$ cat src/rtl/hazard_unit.sv
// hazard_unit: pipeline stall/flush/bubble control with fetch-redirect tracking
module hazard_unit (
  input  logic        clk,
  input  logic        rst,
  input  logic [4:0]  id_rs1,
  input  logic [4:0]  id_rs2,
  input  logic        id_uses_rs1,
  input  logic        id_uses_rs2,
  input  logic [4:0]  id_ex_rd,
  input  logic        id_ex_is_load,
  input  logic        br_taken,
  input  logic        imem_read,
  input  logic        imem_resp,
  input  logic        dmem_req,
  input  logic        dmem_resp,
  output logic        stall_pc,
  output logic        stall_if_id,
  output logic        stall_id_ex,
  output logic        stall_ex_mem,
  output logic        stall_mem_wb,
  output logic        flush_if_id,
  output logic        flush_id_ex,
  output logic        bubble_id_ex,
  output logic [31:0] stall_count
);
  typedef enum logic [1:0] {RUN, DWAIT, IWAIT, REDIRECT} state_t;
  state_t state, state_n;
  logic redirect_pending, pending_n;
  logic load_use, dbusy, ibusy, resuming;
  assign load_use = id_ex_is_load & (id_ex_rd != 5'd0) &
                    ((id_uses_rs1 & (id_rs1 == id_ex_rd)) | (id_uses_rs2 & (id_rs2 == id_ex_rd)));
  assign dbusy = dmem_req & ~dmem_resp;
  assign ibusy = imem_read & ~imem_resp;
  // A redirect parked behind a data miss resumes once the data access completes
  assign resuming = redirect_pending & ((state == REDIRECT) | (state == DWAIT));
  always_comb begin
    stall_pc     = 1'b0;
    stall_if_id  = 1'b0;
    stall_id_ex  = 1'b0;
    stall_ex_mem = 1'b0;
    stall_mem_wb = 1'b0;
    flush_if_id  = 1'b0;
    flush_id_ex  = 1'b0;
    bubble_id_ex = 1'b0;
    state_n      = RUN;
    pending_n    = redirect_pending;
    if (dbusy) begin
      {stall_pc, stall_if_id, stall_id_ex, stall_ex_mem, stall_mem_wb} = 5'b11111;
      state_n = DWAIT;
    end else if (resuming) begin
      if (ibusy) begin
        stall_pc    = 1'b1;
        stall_if_id = 1'b1;
        state_n     = REDIRECT;
      end else begin
        flush_if_id = 1'b1;
        pending_n   = 1'b0;
      end
    end else if (br_taken) begin
      flush_if_id = 1'b1;
      flush_id_ex = 1'b1;
      pending_n   = ibusy;
      state_n     = ibusy ? REDIRECT : RUN;
    end else if (load_use | ibusy) begin
      stall_pc     = 1'b1;
      stall_if_id  = 1'b1;
      bubble_id_ex = 1'b1;
      state_n      = load_use ? RUN : IWAIT;
    end
    if (!rst) begin
      {stall_pc, stall_if_id, stall_id_ex, stall_ex_mem, stall_mem_wb} = 5'b00000;
      {flush_if_id, flush_id_ex, bubble_id_ex} = 3'b000;
      state_n   = RUN;
      pending_n = 1'b0;
    end
  end
  always_ff @(posedge clk) begin
    if (!rst) begin
      state            <= RUN;
      redirect_pending <= 1'b0;
      stall_count      <= 32'd0;
    end else begin
      state            <= state_n;
      redirect_pending <= pending_n;
      stall_count      <= stall_count + {31'd0, stall_pc};
    end
  end
endmodule

$ cat config.mk
export PLATFORM = sky130hd
export DESIGN_NAME = hazard_unit
export DESIGN_NICKNAME = d
export VERILOG_FILES = /design/src/rtl/hazard_unit.sv
export SDC_FILE = /design/constraint.sdc
export NUM_CORES = 1
export LEC_CHECK = 0
export CORE_MARGIN = 2
export CORE_UTILIZATION = 45
export DETAILED_ROUTE_END_ITERATION = 16
export PLACE_DENSITY = 0.8
export SYNTH_ARGS = -nofsm -noshare
export SYNTH_HDL_FRONTEND = slang
export SYNTH_SLANG_ARGS = --single-unit
$ cat constraint.sdc
create_clock -name clk -period 3.65 [get_ports clk]
set_clock_uncertainty 0.15 [all_clocks]
set_input_delay 0.365 -clock clk [delete_from_list [all_inputs] [get_ports clk]]
set_output_delay 0.365 -clock clk [all_outputs]
set_load 0.02 [all_outputs]
==> results <==
## logic make-up after synthesis
logic type | synth area share (%)
compound gates | 10.3
xor+xnor | 11.0
fa+ha+maj | 1.37
buf+inv | 3.35
flops | 37.2
mux | 3.83
simple gates | 33.0
## synth_stat cells (all sizes together)
master and count:
a21boi 1, a21oi 12, a2bb2oi 1, a31o 1, a32oi 1, and2 4
and3 6, and4 2, buf 5, clkbuf 3, clkinv 1, dfxtp 34
ha 2, inv 4, mux2i 7, nand2 20, nand2b 9, nand3 14
nand4 10, nor2 18, nor3 2, nor4 9, o21a 1, o21ai 7
o22ai 1, o31ai 6, or2 1, or3 3, or4 9, xnor2 9
xor2 14
## sequential cells by signal, indices dropped and copies added (netlist names)
register / count
redirect_pending: 1
stall_count: 32
state: 1
## power breakdown
group | internal (mW) | total, mW | leakage (nW) | switching, mW
Sequential | 0.373 | 0.375 | 0.274 | 0.00195
Combinational | 0.0479 | 0.0844 | 0.613 | 0.0365
Clock | 0.145 | 0.273 | 0.0431 | 0.128
Total | 0.567 | 0.733 | 0.931 | 0.167
## layout make-up
class	count	area, um^2	area share (%)
tap	50	62.6	2.36
timing repair buffer	74	716	27.0
sequential	34	681	25.7
clock buffer	6	82.6	3.12
multi-input combinational	170	1090	41.1
inverter	5	18.8	0.709
## path summary, 6_finish.rpt
kind | startpoint | endpoint | cells past startpoint
worst min-delay path | stall_count[31]$_SDFF_PN0_ | stall_count[31]$_SDFF_PN0_ | 2
worst max register to register | redirect_pending$_SDFFE_PN0P_ | stall_count[26]$_SDFF_PN0_ | 10
worst min register to register | stall_count[31]$_SDFF_PN0_ | stall_count[31]$_SDFF_PN0_ | 2
worst max-delay path | id_ex_rd[4] | stall_count[26]$_SDFF_PN0_ | 11
## per-layer routing
metal  vias to the layer above  GRT usage, %
li1                        928             -
met1                       826          23.9
met2                        55          34.8
met3                         6          6.33
met4                         0          7.65
met5                         -             0
## what timing repair did
item / 4_1_cts / 5_1_grt
endpoints found under the setup margin: 0 / 1
resized for setup: 0 / 1
buffers inserted: 0 / 0
## worst max-delay path, cell delays in order
cell             delay, ns
clkdlybuf4s50_1       0.46
xor2_1                0.18
nor4_1                0.34
a32oi_1               0.18
o21ai_1               0.22
ha_1                  0.21
ha_1                  0.18
nand3_2               0.08
or4_4                 0.54
or4_1                 0.47
a21oi_1               0.14
==> metrics.md <==
| Metric | Value |
|---|---|
| Status | `completed` |
| Pleak | `approximately 0.93 nW` |
| Synth cell types | `39` |
| Syn Nets | `244` |
| Final worst setup slack | `0.347 ns` |
| Final cycle utilization of the critical path | `90.5%` |
| Cell Pwr Density | `between 200 and 300 nW/um^2` |
| Commonest non-fill, non-tap cells in the layout | `clkdlybuf4s50_1, dfxtp_1, nand2_1` |
| Design area | `~2600 um^2` |
| Max cap viols | `0` |
| Core area | `3940 um^2` |
| Initial Utilization | `between 40% and 50%` |
| First-pass GRT wire length | `slightly above 7 mm` |
| Clock Tree Buf Depth | `2` |
| Detailed Route WL | `around 4.3 mm` |
| 1st-pass router iterations | `4` |
| Yosys warns | `0` |
| Layout cell share with drive strength beyond 1 | `under 10%` |
| Met2 WL | `roughly 2 mm` |
| FF-to-FF setup slack | `~0.94 ns` |
| Largest net degree at the start of global routing | `26` |
| Placed Area | `about 2600 um^2` |
| Core Util, Final | `roughly two thirds` |
| Antenna viol nets, final | `0` |
| Clock-pin slew on the worst setup and hold paths | `about 0.060 ns` |
| Vias in the first global route | `roughly 1600` |
| Met1 Wirelength | `between 1.5 and 2 mm` |
| CP endpoint kind | `flop` |
| Iteration-0 DRC Markers | `157` |
| # fillers | `about 340` |
| Hold WC Path Type | `flop to flop` |
| Non-filler instance count after layout | `roughly 340` |
| # DRC | `0` |
| Dominant cell type by area after synthesis | `dfxtp_1` |
| Area contributors post-synth | `dfxtp_1, xor2_1, xnor2_1, nand2_1, mux2i_1` |
| Critical path type | `input pin to flop` |
| H-tree depth | `2` |
| Syn_area_per_cell | `roughly 8.4 um^2` |
| Number of synthesized register bits | `34` |
| Metal3 WL | `roughly 300 um` |
| # setup viols final | `0` |
| Die height | `between 60 and 70 um` |
| CTS Root Cell | `clkbuf_8` |
| Die area | `4590 um^2` |
| Cell row count | `23` |
| Relative slew margins | `37.7%` |
| Total Routing Usage GR | `about a fifth` |
| Worst-path fanout max | `4` |
| Fin. Hold Viols | `0` |
| Worst-Margin Slew | `around 0.93 ns` |
| CTS buffer count | `5` |
| Fin crit period | `approximately 3.3 ns` |
| RSZ-0062 raised after global routing | `no` |
| TNS Setup | `0 ns` |
| Placer Congestion | `approximately 0.77` |
| Most common cell after layout, fill and taps aside | `clkdlybuf4s50_1` |
| Mapped Cells | `between 200 and 250` |
| Clk Latency, worst-skew pair | `0.28 ns` |
| Pre-CTS setup slack | `-0.0717 ns` |
| Routed WL per cell | `roughly 13 um` |
| Syn Std Cell Area | `around 1800 um^2` |
| Worst EP arrival | `between 3 and 4 ns` |
| Dpl hpwl | `between 3 and 4 mm` |
| Register area share after synthesis | `a little under two fifths` |
| Congestion Overflow GR | `0` |
| Crit start category | `input pin` |
| Final Power | `~730 uW` |
| Die span in x | `67.8 um` |
| Hold Buf Count CTS | `0` |
| Vias post-DR | `~1800` |
| Hold WS | `between 0.3 and 0.4 ns` |
| Achievable clock frequency | `just over 300 MHz` |
| Initial antenna violation count | `0` |
| Max layer used | `met4` |
| Nets | `roughly 320` |
| Slew Limit Fails | `0` |
| Dpl cells | `~330` |
| CTS tree | `built` |
| N_diodes | `0` |
| Layout area overhead | `44.7%` |
| Clk sink count | `34` |
| Area share of the largest cell type after synthesis | `a little under two fifths` |
| Vias per inst | `5.35` |
| Ports | `65` |
| CP required | `~3.7 ns` |
| Port bufs | `64` |
| Peak VDD IR | `approximately 0.00024 V` |
No activity file was read; power rests on OpenSTA's default activity.
